<file path="src/rtl/gf180mcu_osu_sc_gp12t3v3__dffn_chain_bist_pkg.sv">
// Shared definitions for the dffn_1 chain BIST: FSM state encoding, LFSR
// feedback taps, default seed and a one-step LFSR helper.
package gf180mcu_osu_sc_gp12t3v3__dffn_chain_bist_pkg;

    typedef enum logic [1:0] {
        ST_IDLE = 2'd0,
        ST_FILL = 2'd1,
        ST_RUN  = 2'd2,
        ST_DONE = 2'd3
    } bist_state_e;

    // Feedback taps s[15]^s[13]^s[12]^s[10].
    localparam logic [15:0] LFSR_TAPS    = 16'hB400;
    localparam logic [15:0] DEFAULT_SEED = 16'hACE1;

    // Fibonacci step: shift left, parity of tapped bits enters at s[0].
    function automatic logic [15:0] lfsr_step(input logic [15:0] s);
        return {s[14:0], ^(s & LFSR_TAPS)};
    endfunction

endpackage

</file>
<file path="src/rtl/gf180mcu_osu_sc_gp12t3v3__dffn_chain_bist_if.sv">
// Control/status bundle of the chain BIST.
//   START/LEN/INJECT : run request, compare length, error injection (to BIST)
//   BUSY/DONE/PASS   : run status (from BIST)
//   ERR_CNT/FIRST_ERR_IDX : result counters (from BIST)
//   CHAIN_Q          : raw chain output for probing (from BIST)
interface gf180mcu_osu_sc_gp12t3v3__dffn_chain_bist_if #(
    parameter int CNT_W = 16
) ();
    logic             START;
    logic [CNT_W-1:0] LEN;
    logic             INJECT;
    logic             BUSY;
    logic             DONE;
    logic             PASS;
    logic [CNT_W-1:0] ERR_CNT;
    logic [CNT_W-1:0] FIRST_ERR_IDX;
    logic             CHAIN_Q;

    modport master (
        output START, LEN, INJECT,
        input  BUSY, DONE, PASS, ERR_CNT, FIRST_ERR_IDX, CHAIN_Q
    );

    modport slave (
        input  START, LEN, INJECT,
        output BUSY, DONE, PASS, ERR_CNT, FIRST_ERR_IDX, CHAIN_Q
    );
endinterface

</file>
<file path="src/rtl/gf180mcu_osu_sc_gp12t3v3__dffn_1.sv">
// Behavioural model of the 12-track 3.3 V negative-edge D flip-flop.
//   D    : data in
//   CLKN : inverted clock; capture on its rising edge (falling edge of CLK)
//   Q    : data out (no reset, powers up unknown)
module gf180mcu_osu_sc_gp12t3v3__dffn_1 (
    input  logic D,
    input  logic CLKN,
    output logic Q
);
    always_ff @(posedge CLKN) Q <= D;
endmodule

</file>
<file path="src/rtl/gf180mcu_osu_sc_gp12t3v3__dffn_chain.sv">
// DEPTH dffn_1 cells in series, all clocked from the inverted block clock.
//   CLK : block clock
//   D   : chain input (stage 0)
//   Q   : chain output (stage DEPTH-1)
module gf180mcu_osu_sc_gp12t3v3__dffn_chain #(
    parameter int DEPTH = 8
) (
    input  logic CLK,
    input  logic D,
    output logic Q
);
    logic             CLKN;
    logic [DEPTH:0]   tap;

    assign CLKN   = ~CLK;
    assign tap[0] = D;

    for (genvar i = 0; i < DEPTH; i++) begin : g_stage
        gf180mcu_osu_sc_gp12t3v3__dffn_1 u_dff (
            .D    (tap[i]),
            .CLKN (CLKN),
            .Q    (tap[i+1])
        );
    end

    assign Q = tap[DEPTH];
endmodule

</file>
<file path="src/rtl/gf180mcu_osu_sc_gp12t3v3__dffn_chain_bist.sv">
// BIST harness for a dffn_1 shift chain. A driver LFSR feeds the chain, a
// reference LFSR predicts its output, mismatches are counted.
//   CLK : block clock (control on rising edge, chain on falling edge)
//   RN  : asynchronous active-low reset
//   bus : control/status bundle (slave side)
module gf180mcu_osu_sc_gp12t3v3__dffn_chain_bist
    import gf180mcu_osu_sc_gp12t3v3__dffn_chain_bist_pkg::*;
#(
    parameter int          DEPTH = 8,
    parameter logic [15:0] SEED  = DEFAULT_SEED,
    parameter int          CNT_W = 16
) (
    input  logic CLK,
    input  logic RN,
    gf180mcu_osu_sc_gp12t3v3__dffn_chain_bist_if.slave bus
);
    localparam int               FILL_W  = (DEPTH > 1) ? $clog2(DEPTH) : 1;
    localparam logic [CNT_W-1:0] CNT_MAX = '1;

    bist_state_e      state_q, state_d;
    logic [FILL_W-1:0] fill_cnt;
    logic [CNT_W-1:0] idx, len_q, err_cnt, first_idx, err_d, first_d;
    logic [15:0]      drv, refl;
    logic             din_q, chain_q, pass_q, mismatch;

    // The launch bit is registered so that the bit of driver cycle j enters
    // stage 0 half a cycle later and is checked at the end of RUN cycle j.
    gf180mcu_osu_sc_gp12t3v3__dffn_chain #(.DEPTH(DEPTH)) u_chain (
        .CLK (CLK),
        .D   (din_q),
        .Q   (chain_q)
    );

    always_comb begin
        state_d  = state_q;
        mismatch = 1'b0;
        err_d    = err_cnt;
        first_d  = first_idx;
        case (state_q)
            ST_IDLE: if (bus.START) state_d = ST_FILL;
            ST_FILL: if (fill_cnt == FILL_W'(DEPTH - 1))
                         state_d = (len_q == '0) ? ST_DONE : ST_RUN;
            ST_RUN: begin
                mismatch = chain_q ^ refl[15];
                if (mismatch) begin
                    if (err_cnt != CNT_MAX) err_d = err_cnt + CNT_W'(1);
                    if (err_cnt == '0)      first_d = idx;
                end
                if (idx == len_q - CNT_W'(1)) state_d = ST_DONE;
            end
            ST_DONE: state_d = ST_IDLE;
            default: state_d = ST_IDLE;
        endcase
    end

    always_ff @(posedge CLK or negedge RN) begin
        if (!RN) begin
            state_q   <= ST_IDLE;
            fill_cnt  <= '0;
            idx       <= '0;
            len_q     <= '0;
            err_cnt   <= '0;
            first_idx <= '1;
            drv       <= SEED;
            refl      <= SEED;
            din_q     <= 1'b0;
            pass_q    <= 1'b0;
        end else begin
            state_q   <= state_d;
            err_cnt   <= err_d;
            first_idx <= first_d;
            case (state_q)
                ST_IDLE: if (bus.START) begin
                    drv       <= SEED;
                    refl      <= SEED;
                    len_q     <= bus.LEN;
                    fill_cnt  <= '0;
                    idx       <= '0;
                    err_cnt   <= '0;
                    first_idx <= '1;
                    pass_q    <= 1'b0;
                end
                ST_FILL: begin
                    drv      <= lfsr_step(drv);
                    din_q    <= drv[15] ^ bus.INJECT;
                    fill_cnt <= fill_cnt + FILL_W'(1);
                end
                ST_RUN: begin
                    drv   <= lfsr_step(drv);
                    din_q <= drv[15] ^ bus.INJECT;
                    refl  <= lfsr_step(refl);
                    idx   <= idx + CNT_W'(1);
                end
                default: ;
            endcase
            // Verdict is taken from the post-compare count so it appears
            // together with the DONE pulse.
            if (state_q != ST_DONE && state_d == ST_DONE)
                pass_q <= (err_d == '0);
        end
    end

    assign bus.BUSY          = (state_q == ST_FILL) || (state_q == ST_RUN);
    assign bus.DONE          = (state_q == ST_DONE);
    assign bus.PASS          = pass_q;
    assign bus.ERR_CNT       = err_cnt;
    assign bus.FIRST_ERR_IDX = first_idx;
    assign bus.CHAIN_Q       = chain_q;
endmodule

</file>
<file path="src/flat_wrapper.sv">
// flat-port wrapper written by rule: the top's interface ports become plain ports
module gf180mcu_osu_sc_gp12t3v3__dffn_chain_bist_flat import gf180mcu_osu_sc_gp12t3v3__dffn_chain_bist_pkg::*;
#(
    parameter int          DEPTH = 8,
    parameter logic [15:0] SEED  = DEFAULT_SEED,
    parameter int          CNT_W = 16
)
  (CLK, RN, bus_START, bus_LEN, bus_INJECT, bus_BUSY, bus_DONE, bus_PASS, bus_ERR_CNT, bus_FIRST_ERR_IDX, bus_CHAIN_Q);
  gf180mcu_osu_sc_gp12t3v3__dffn_chain_bist_if #(.CNT_W(CNT_W)) bus_i ();
  input  logic CLK;
  input  logic RN;
  input wire logic [$bits(bus_i.START)-1:0] bus_START;
  input wire logic [$bits(bus_i.LEN)-1:0] bus_LEN;
  input wire logic [$bits(bus_i.INJECT)-1:0] bus_INJECT;
  output wire logic [$bits(bus_i.BUSY)-1:0] bus_BUSY;
  output wire logic [$bits(bus_i.DONE)-1:0] bus_DONE;
  output wire logic [$bits(bus_i.PASS)-1:0] bus_PASS;
  output wire logic [$bits(bus_i.ERR_CNT)-1:0] bus_ERR_CNT;
  output wire logic [$bits(bus_i.FIRST_ERR_IDX)-1:0] bus_FIRST_ERR_IDX;
  output wire logic [$bits(bus_i.CHAIN_Q)-1:0] bus_CHAIN_Q;
  assign bus_i.START = bus_START;
  assign bus_i.LEN = bus_LEN;
  assign bus_i.INJECT = bus_INJECT;
  assign bus_BUSY = bus_i.BUSY;
  assign bus_DONE = bus_i.DONE;
  assign bus_PASS = bus_i.PASS;
  assign bus_ERR_CNT = bus_i.ERR_CNT;
  assign bus_FIRST_ERR_IDX = bus_i.FIRST_ERR_IDX;
  assign bus_CHAIN_Q = bus_i.CHAIN_Q;
  gf180mcu_osu_sc_gp12t3v3__dffn_chain_bist #(.DEPTH(DEPTH), .SEED(SEED), .CNT_W(CNT_W)) u_core (.CLK(CLK), .RN(RN), .bus(bus_i));
endmodule
</file>
<file path="config.mk">
export PLATFORM = sky130hd
export DESIGN_NAME = gf180mcu_osu_sc_gp12t3v3__dffn_chain_bist_flat
export DESIGN_NICKNAME = d
export VERILOG_FILES = /design/src/rtl/gf180mcu_osu_sc_gp12t3v3__dffn_chain_bist_pkg.sv /design/src/rtl/gf180mcu_osu_sc_gp12t3v3__dffn_chain_bist_if.sv /design/src/rtl/gf180mcu_osu_sc_gp12t3v3__dffn_1.sv /design/src/rtl/gf180mcu_osu_sc_gp12t3v3__dffn_chain.sv /design/src/rtl/gf180mcu_osu_sc_gp12t3v3__dffn_chain_bist.sv /design/src/flat_wrapper.sv
export SDC_FILE = /design/constraint.sdc
export NUM_CORES = 1
export LEC_CHECK = 0
export CAP_MARGIN = 5
export CORE_ASPECT_RATIO = 0.7
export CORE_UTILIZATION = 60
export CTS_BUF_LIST = sky130_fd_sc_hd__clkbuf_16
export DETAILED_ROUTE_END_ITERATION = 7
export PLACE_DENSITY_LB_ADDON = 0.25
export SLEW_MARGIN = 20
export SYNTH_ARGS = -nofsm -noshare
export SYNTH_HDL_FRONTEND = slang
export SYNTH_SLANG_ARGS = --single-unit
</file>
<file path="constraint.sdc">
create_clock -name CLK -period 3.8 [get_ports CLK]
set_input_delay 0.57 -clock CLK [delete_from_list [all_inputs] [get_ports CLK]]
set_output_delay 0.57 -clock CLK [all_outputs]
set_load 0.01 [all_outputs]
</file>
After elaboration in Yosys (flattened, before gate mapping)
Cells that the tools add are included.

cells by class
  reductions and logical operators = 19
  mux-type cells = 25
  bitwise operators = 2
  add/subtract/negate cells = 4
  equal/unequal tests = 9

operator list
  cell                     number
  $mux W16                 12
  $pmux W16 S2             3
  $logic_not A16 Y1        3
  $add A16 B1 Y16 const B  2
  $reduce_xor A16 Y1       2
  $eq A16 B16 Y1           1
  $ne A16 B16 Y1 const B   1
  $sub A16 B1 Y16 const B  1
  $reduce_and A2 Y1        5
  $reduce_bool A2 Y1       5
  $pmux W2 S4              1
  $eq A2 B2 Y1 const B     3
  $mux W2                  3
  $pmux W3 S2              1
  $mux W1                  4
  $ne A2 B2 Y1 const B     2
  $add A3 B1 Y3 const B    1
  $eq A3 B3 Y1 const B     1
  $mux W3                  1
  $eq A2 B1 Y1 const B     1
  $logic_not A2 Y1         1
  $reduce_or A2 Y1         1
  $xor A1 B1 Y1            2
  $logic_and A1 B1 Y1      1
  $logic_or A1 B1 Y1       1

word-level totals
  register bits = 111
  output and inout bits = 36

Logic depth before layout (Yosys ltp)
Gate-level depths: netlist of run 1.

  depth after elaboration = 8
  gate-level depth with buffers = 10
  gate-level depth less buffers = 10

By module
Synthesis of run 1 repeated with hierarchy kept, for this count alone.

second synthesis, totals
  cell total of the unflattened synthesis = 614
  area, all modules = 5621.6 µm²

modules (own cells, without submodules)
  module                                     times used  cells each  area an instance (µm²)
  gf180mcu_osu_sc_gp12t3v3__dffn_chain_bist  1           605         5457.7
  gf180mcu_osu_sc_gp12t3v3__dffn_1           8           1           20.0
  gf180mcu_osu_sc_gp12t3v3__dffn_chain       1           1           3.8

==> reports/qor.csv, run 1 <==
metric,value,unit
status,"finished, violations left",
failing checks,setup timing,
H-tree Lvls,3,
power density cells,451,mW/mm2
Core Footprint,0.00907,mm2
drt via density,5.74,
clk root buf,clkbuf_16,
P&R area growth vs syn,18.6,%
row cnt,29,
Final Wtd Congestion,0.882,
Worst Setup End Kind,flip-flop,
"non-filler cells, final",780,
Post-Syn Area,0.00562,mm2
DP HPWL,8.89,mm
vias in the first global route,4291,
"EDFF count, synth",0,
Reg area,0.00278,mm2
CTS max path bufs,2,
final instance area,0.00667,mm2
Synth Area in Compound Gates,0.0799,
I/O pin count,56,
Psw,0.000953,W
Synth cell types,61,
relative slew slack,0.331,
top-count cell post-synth,nand2_1,
Yosys top cell by area,dfrtp_1,
routed length per instance,16.5,um
post-synthesis simple-gate area fraction,0.237,
Post-Place Cell Area,0.00631,mm2
vias,4479,
Post-DRT Antenna Nets,0,
sequential power share,0.484,
RSZ-0062 raised after global routing,yes,
Synth Flop Type,dfrtp_1,
XOR/XNOR Fraction of Synth Area,0.0888,
share of cells above drive strength 1,0.130,
Final Net Count,681,
largest net degree at the start of global routing,66,
syn_area_per_cell,9.45,um2
top post-synthesis cells by area,"dfrtp_1 32%, dfstp_2 15%, nand2_1 7.3%",
Clk pwr share,0.314,
slowest CP cell,nor4_2,
Worst-Skew Late Latency,400,ps
Final Max Tran Viols,0,
crit start category,flip-flop,
Synth Instances,595,
number of iterations in the first detailed-routing pass,5,
total CTS buffers,9,
synthesized flop and latch total,111,
fillcell total,656,
Max VDD drop,296,uV
Hold Path Class,in2async,
drt drc,0,
worst reg-to-reg setup slack,-200,ps
Starting Density,0.620,
die area,0.00977,mm2
Yosys warnings,0,
Setup Skew,56.1,ps
WL final,12.9,mm
most frequent cells after synthesis,"109 x nand2_1, 71 x dfrtp_1, 48 x nor2_1",
synthesized-area fraction occupied by adder cells,0.0240,
height of the die,83.0,um
internal power,0.00206,W
Mapped Nets,625,
CTS tree,yes,
main combinational cell family by area after synthesis,simple AND/OR/NAND/NOR gates,
worst setup margin,-198,ps
number of I/O port buffers,55,
Yosys top cell area share,0.316,
CP Cell Sequence,xor2_2 > nand2b_1 > nor4_2 > nand3_1 > xor2_1 > and4b_1 > nand4b_1 > mux2i_1,
final setup vio count,1,
number of antenna violations at the first check in global routing,0,
n_diodes,0,
part of the power in combinational logic,0.202,
clk sink count,111,
DR iter-0 viols,446,
asr flop ratio synth,0.928,
placed cells,756,
max cap viols,0,
slowest cell delay on critical path,360,ps
post-synthesis mux area share,0.0338,
Design Power,0.00301,W
first-pass GRT wire length,21.6,mm
leakage power,2.96,nW
CP Max Fanout,3,
Multi-input gate area,0.00264,mm2
total gr overflow,0,
Total GRT Usage,0.280,
CP arrival,4280,ps
Clock transition at path regs,70,ps
post-synthesis sequential area ratio,0.494,
WP data required,4080,ps
Die X-Extent,118,um
switch share,0.317,
measured slew at the worst slew-check pin,1000,ps
endpoints failing hold,0,
Crit Path Class,reg2reg,
-- routing by layer --
layer	routed length (um)	global-route usage	up-vias
met2	5870	0.421	144
met3	886	0.0570	15
met1	5990	0.411	2182
li1	-	-	2138
met5	0	0	-
met4	133	0.0793	0
-- registers in the layout, summed over array words and instances, names as in the netlist --
name and flops:
u_core.len_q 16, u_core.idx 16, u_core.drv 16, u_core.bus.FIRST_ERR_IDX 16, u_core.u_chain.g_stage.u_dff.Q 8, u_core.refl 16
u_core.fill_cnt 3, u_core.state_q 2, u_core.bus.ERR_CNT 16, u_core.din_q 1, u_core.bus.PASS 1
-- metrics by stage --
step | hold slack [ps] | utilization | setup slack [ps] | setup TNS, ps
2_1_floorplan | 274 | - | 38.1 | 0
3_3_place_gp | 310 | 0.696 | -46.0 | -46.0
3_5_place_dp | 313 | 0.696 | -135 | -135
4_1_cts | 318 | 0.733 | -77.2 | -77.2
5_1_grt | 310 | 0.735 | -374 | -457
6_report | 290 | 0.735 | -198 | -198
-- layout by cell type (no fill, tap or decap), types with 14 or more instances in the layout --
| cell | netlist | routed |
|---|---|---|
| nand2_1 | 109 | 108 |
| dfrtp_1 | 71 | 71 |
| clkdlybuf4s50_1 | 0 | 53 |
| nor2_1 | 48 | 48 |
| inv_1 | 25 | 32 |
| dfstp_2 | 32 | 32 |
| nand3_1 | 31 | 31 |
| xnor2_1 | 30 | 30 |
| xor2_1 | 27 | 26 |
| o21ai_0 | 21 | 21 |
| mux2i_1 | 19 | 19 |
| buf_4 | 0 | 17 |
| a31oi_1 | 16 | 16 |
| nand4_1 | 14 | 14 |
-- power by group through the flow --
stage	Sequential [W]	Clock (W)	Combinational, W
finish	0.00146	0.000944	0.000608
global route	0.00148	0.00101	0.000669
CTS	0.00145	0.000962	0.000597
detailed placement	0.00147	0.0000146	0.000590
global placement	0.00146	0.0000146	0.000590
floorplan	0.00139	0.0000146	0.000383
-- critical path, delay by kind of cell (launching register included) --
kind / cells / cell delay [ps]
xor gates and xnor gates: 2 / 470
DFF: 1 / 320
muxes: 1 / 140
and+or+nand+nor: 5 / 1040
-- what timing repair did --
action / 4_1_cts / 5_1_grt
pin swaps: 0 / 3
setup endpoints to repair: 2 / 3
resized for setup: 5 / 3
setup buffers: 0 / 1
hold buffers: 0 / 0
-- cell type report --
class / instances / area share
repair buffers: 72 / 0.103
clock buffers: 9 / 0.0338
well taps: 124 / 0.0233
clock inverters: 15 / 0.0135
multi-input cells: 425 / 0.396
inverters: 24 / 0.0135
flip-flops and latches: 111 / 0.417
-- worst paths after layout --
check	depth (start not counted)	endpoint	startpoint
worst min-delay path	1	u_core.bus.ERR_CNT[6]	RN
worst max register to register	8	u_core.bus.PASS	u_core.u_chain.g_stage[7].u_dff.Q
worst max-delay path	8	u_core.bus.PASS	u_core.u_chain.g_stage[7].u_dff.Q
worst min register to register	0	u_core.u_chain.g_stage[1].u_dff.Q	u_core.u_chain.g_stage[0].u_dff.Q
min in group CLK	0	u_core.u_chain.g_stage[1].u_dff.Q	u_core.u_chain.g_stage[0].u_dff.Q
max in group asynchronous	2	u_core.bus.FIRST_ERR_IDX[4]	RN
-- logic make-up (layout without fill, tap and decap cells) --
family          Yosys count  after routing
flops                   111            111
fa+ha+maj                11             11
mux                      19             19
compound gates           71             71
xor+xnor                 57             57
buf+inv                  59            120
simple gates            267            267
Power figures use the tool's default switching activity.
==> run 2, diff against run 1 <==
--- a/config.mk
+++ b/config.mk
@@ -5,7 +5,6 @@
 export SDC_FILE = /design/constraint.sdc
 export NUM_CORES = 1
 export LEC_CHECK = 0
-export CAP_MARGIN = 5
 export CORE_ASPECT_RATIO = 0.7
 export CORE_UTILIZATION = 60
 export CTS_BUF_LIST = sky130_fd_sc_hd__clkbuf_16
==> constraint.sdc (replaced) <==
create_clock -name CLK -period 3.8 [get_ports CLK]
set_input_delay 1.14 -clock CLK [delete_from_list [all_inputs] [get_ports CLK]]
set_output_delay 1.14 -clock CLK [all_outputs]
set_load 0.01 [all_outputs]
==> run 2 against run 1 <==
The flow still finishes with violations (setup timing). Worst setup slack improved by 69 ps. Wire length rose by 3.6%. Combinational power rose by 15%. First-iteration DRC count fell by 24%. Hold slack improved by 21 ps. Sequential power barely moved. Cell area rose by 4.4%. Sequential share of layout area fell by 1.7 points. Clock power rose by 5.5%. Critical path type is now reg2out. Critical endpoint is now bus_CHAIN_Q.
==> reports/qor.csv, run 2 (synthesis results as in run 1) <==
metric,value,unit
status,"finished, violations left",
failing checks,setup timing,
number of I/O port buffers,55,
max cap viols,0,
R2R depth,11,
post-layout util,0.767,
CTS max path bufs,2,
number of iterations in the first detailed-routing pass,4,
CP Max Fanout,2,
fillcell total,601,
largest net degree at the start of global routing,59,
CP Depth,1,
die area,0.00977,mm2
row cnt,29,
cell family with most CP delay,flip-flops,
Core Footprint,0.00907,mm2
Max VDD drop,331,uV
met2 WL,6.10,mm
number of antenna violations at the first check in global routing,0,
Met3 Wirelength,901,um
drt drc,0,
slowest cell delay on critical path,360,ps
worst setup margin,-130,ps
share of cells above drive strength 1,0.163,
Final Net Count,694,
first-pass GRT wire length,21.7,mm
n_diodes,0,
placed cells,765,
CTS tree,yes,
hold_sp,u_core.u_chain.g_stage[6].u_dff.Q,
Crit Path Class,reg2out,
WP data required,2660,ps
routed length per instance,16.8,um
M1 wire length,6.20,mm
Starting Density,0.620,
P&R area growth vs syn,23.8,%
Crit path buffers/inverters,1,
H-tree Lvls,3,
power density cells,454,mW/mm2
most frequent cells in the layout,"107 x nand2_1, 71 x dfrtp_1, 53 x clkdlybuf4s50_1",
Worst R2R Start,u_core.u_chain.g_stage[7].u_dff.Q,
Setup Skew,66.5,ps
"Hold-fix buffers, CTS",0,
clk sink count,111,
Total GRT Usage,0.280,
vias,4597,
Worst-Skew Late Latency,410,ps
"non-filler cells, final",793,
Worst Setup End Kind,output pin,
total CTS buffers,9,
clk root buf,clkbuf_16,
Hold Path Class,reg2reg,
crit start category,flip-flop,
CP Cell Sequence,buf_6,
Post-DRT Antenna Nets,0,
I/O pin count,56,
top sig layer,met4,
"commonest non-fill, non-tap cell in the layout",nand2_1,
WHS,311,ps
leakage power,3.11,nW
Die X-Extent,118,um
RSZ-0062 raised after global routing,yes,
CP arrival,2790,ps
Final Wtd Congestion,0.902,
Worst Hold Depth,0,
WL final,13.3,mm
Design Power,0.00316,W
slowest CP cell,dfxtp_4,
height of the die,83.0,um
vias in the first global route,4297,
final setup vio count,2,
endpoints failing hold,0,
measured slew at the worst slew-check pin,771,ps
Final Max Tran Viols,0,
Clock transition at path regs,40,ps
Worst setup startpoint,u_core.u_chain.g_stage[7].u_dff.Q,
drt via density,5.80,
relative slew slack,0.482,
DP HPWL,8.69,mm
DR iter-0 viols,339,
total gr overflow,0,
-- run 2: cell count changes in the layout (fill, tap and decap cells not counted), moves of 2 or more --
cell | previous run | this run
clkinvlp_2 | 2 | 0
buf_4 | 17 | 23
clkbuf_16 | 9 | 11
inv_8 | 3 | 1
buf_12 | 1 | 3
nor2_4 | 0 | 2
nor3_4 | 1 | 3
buf_6 | 0 | 5
-- run 2: worst paths after layout --
path / endpoint / slack (ps)
max: bus_CHAIN_Q / -130
min: u_core.u_chain.g_stage[7].u_dff.Q / 310
max reg2reg: u_core.bus.PASS / -100
min reg2reg: u_core.u_chain.g_stage[7].u_dff.Q / 310
max in group asynchronous: u_core.refl[11] / 2260
min in group asynchronous: u_core.bus.ERR_CNT[7] / 790
-- run 2: per-layer routing --
layer,vias to the layer above,GRT usage
li1,2163,-
met1,2260,0.413
met2,162,0.428
met3,12,0.0522
met4,0,0.0664
met5,-,0
-- run 2: report_power, final --
| part | internal, W | switching [W] |
|---|---|---|
| logic | 0.000375 | 0.000328 |
| registers | 0.00126 | 0.000202 |
| clock network | 0.000509 | 0.000487 |
| total | 0.00215 | 0.00102 |
-- run 2: area by class of cell --
| cell class | instances | area (um2) | area share |
|---|---|---|---|
| sequential | 111 | 2780 | 0.400 |
| multi-input combinational | 425 | 2750 | 0.395 |
| timing repair buffer | 85 | 845 | 0.121 |
| clock buffer | 10 | 250 | 0.0359 |
| tap | 124 | 155 | 0.0223 |
| inverter | 24 | 90.1 | 0.0129 |
| clock inverter | 14 | 87.6 | 0.0126 |
-- run 2: timing repair --
action | 4_1_cts | 5_1_grt
gates cloned | 0 | 1
setup endpoints to repair | 2 | 7
pin swaps | 10 | 8
buffers inserted | 2 | 3
resized for setup | 29 | 10
-- run 2: metrics by stage --
| step | setup WS, ps | TNS (ps) | area (um2) |
|---|---|---|---|
| 3_3_place_gp | -111 | -124 | 6390 |
| 5_1_grt | -158 | -322 | 6960 |
| 3_5_place_dp | -102 | -199 | 6390 |
| 4_1_cts | -129 | -187 | 6850 |
| 6_report | -130 | -229 | 6960 |
| 2_1_floorplan | 38.1 | 0 | 5620 |
==> run 3, diff against run 2 <==
--- a/config.mk
+++ b/config.mk
@@ -7,9 +7,10 @@
 export LEC_CHECK = 0
 export CORE_ASPECT_RATIO = 0.7
 export CORE_UTILIZATION = 60
-export CTS_BUF_LIST = sky130_fd_sc_hd__clkbuf_16
+export CTS_BUF_LIST = sky130_fd_sc_hd__clkbuf_8
 export DETAILED_ROUTE_END_ITERATION = 7
 export PLACE_DENSITY_LB_ADDON = 0.25
+export SETUP_SLACK_MARGIN = 0.5
 export SLEW_MARGIN = 20
 export SYNTH_ARGS = -nofsm -noshare
 export SYNTH_HDL_FRONTEND = slang
==> run 3 against run 2 <==
Wire length decreased by 3.6%. Critical path depth increased by 8. Cell area decreased by 0.56%. Worst setup slack got worse by 90 ps. The flow still finishes with violations (setup timing). Clock skew decreased by 22 ps. Critical path type is now reg2reg. Clock-buffer cell count decreased by 1. Hold slack improved by 5.1 ps. Die area unchanged. Global-route usage decreased by 0.50 points. Total power decreased by 6.2%.
==> reports/qor.csv, run 3 (synthesis results as in run 1) <==
metric,value,unit
height of the die,83.0,um
number of I/O port buffers,55,
total CTS buffers,9,
Max VDD drop,478,uV
P&R area growth vs syn,23.1,%
power density cells,429,mW/mm2
clk root buf,clkbuf_8,
CTS max path bufs,2,
Psw,0.00104,W
part of the power in combinational logic,0.256,
H-tree Lvls,3,
Clock transition at path regs,110,ps
Crit Path Class,reg2reg,
vias in the first global route,4576,
leakage power,3.05,nW
sequential power share,0.499,
Worst setup startpoint,u_core.u_chain.g_stage[7].u_dff.Q,
largest net degree at the start of global routing,60,
internal power,0.00193,W
relative slew slack,0.394,
CP Cell Sequence,buf_6 > xor2_4 > nand2_4 > buf_4 > nor3_4 > mux2i_1 > nand2_1 > nand4b_1 > mux2i_1,
Final Net Count,693,
first-pass GRT wire length,21.5,mm
Setup Skew,44.7,ps
share of cells above drive strength 1,0.178,
Hold Path Class,reg2reg,
DP HPWL,8.29,mm
Worst Setup End Kind,flip-flop,
I/O pin count,56,
slowest cell delay on critical path,370,ps
drt drc,0,
crit start category,flip-flop,
RSZ-0062 raised after global routing,yes,
n_diodes,0,
measured slew at the worst slew-check pin,903,ps
DR iter-0 viols,382,
worst setup margin,-220,ps
post-layout util,0.763,
most frequent cells in the layout,"105 x nand2_1, 70 x dfrtp_1, 53 x clkdlybuf4s50_1",
Clk pwr share,0.245,
CTS tree,yes,
row cnt,29,
drt via density,5.82,
Total GRT Usage,0.275,
Core Footprint,0.00907,mm2
clk sink count,111,
Starting Density,0.620,
status,"finished, violations left",
Die X-Extent,118,um
max cap viols,0,
crit-path most repeated cell,mux2i_1,
placed cells,754,
endpoints failing hold,0,
hold_sp,u_core.u_chain.g_stage[5].u_dff.Q,
"commonest non-fill, non-tap cell in the layout",nand2_1,
routed length per instance,16.2,um
final setup vio count,4,
total gr overflow,0,
WL final,12.9,mm
Worst R2R Start,u_core.u_chain.g_stage[7].u_dff.Q,
number of antenna violations at the first check in global routing,0,
Worst-Skew Late Latency,420,ps
switch share,0.350,
failing checks,setup timing,
WP data required,4120,ps
vias,4607,
"Hold-fix buffers, CTS",0,
slowest CP cell,mux2i_1,
die area,0.00977,mm2
CP Max Fanout,7,
Final Wtd Congestion,0.905,
CP arrival,4340,ps
"non-filler cells, final",792,
Post-DRT Antenna Nets,0,
Final Max Tran Viols,0,
number of iterations in the first detailed-routing pass,5,
## run 3: worst paths after layout
kind	end	slack, ps	cells past startpoint
worst max register to register	u_core.bus.PASS	-220	9
min in group asynchronous	u_core.len_q[6]	740	1
worst min-delay path	u_core.u_chain.g_stage[6].u_dff.Q	320	0
max in group asynchronous	u_core.drv[0]	2300	2
worst max-delay path	u_core.bus.PASS	-220	9
worst min register to register	u_core.u_chain.g_stage[6].u_dff.Q	320	0
## run 3: timing repair
item | in CTS | in global routing
endpoints found under the hold margin | 0 | 0
pin swaps | 18 | 9
setup endpoints to repair | 32 | 35
gates resized for setup | 34 | 21
buffers inserted | 8 | 7
## run 3: cell type report
cell class	instances	area, um2
multi-input cells	425	2840
flip-flops and latches	111	2780
fillers	605	2150
repair buffers	84	837
well taps	124	155
clock buffers	9	124
clock inverters	15	97.6
inverters	24	90.1
## run 3: critical path: cells and delay by family (launching register included)
family	cells	cell delay, ps
buf+inv	2	290
simple gates	4	630
flops	1	350
mux	2	520
xor+xnor	1	250
## run 3: per-stage QoR
stage | power, W | worst slack [ps] | TNS (ps) | hold slack (ps) | cell area (um2)
after floorplan | 0.00179 | 168 | 0 | 309 | 5680
after global placement | 0.00205 | -108 | -109 | 311 | 6340
after detailed placement | 0.00206 | -114 | -223 | 315 | 6340
after CTS | 0.00286 | -121 | -183 | 315 | 6770
after global routing | 0.00312 | -330 | -890 | 323 | 6920
final | 0.00297 | -220 | -521 | 317 | 6920
## run 3: power by group through the flow
| stage | logic (W) | clock network [W] | registers (W) |
|---|---|---|---|
| 4_1_cts | 0.000663 | 0.000749 | 0.00145 |
| 3_3_place_gp | 0.000564 | 0.0000146 | 0.00147 |
| 2_1_floorplan | 0.000388 | 0.0000146 | 0.00139 |
| 6_report | 0.000759 | 0.000728 | 0.00148 |
| 5_1_grt | 0.000819 | 0.000804 | 0.00149 |
| 3_5_place_dp | 0.000581 | 0.0000146 | 0.00147 |
## run 3: per-layer routing
metal  vias to the layer above  share of wire  global-route usage
li1                       2164              -                   -
met1                      2227           0.42               0.356
met2                       178           0.50               0.463
met3                        38          0.060              0.0549
met4                         0          0.022              0.0944
met5                         -              0                   0
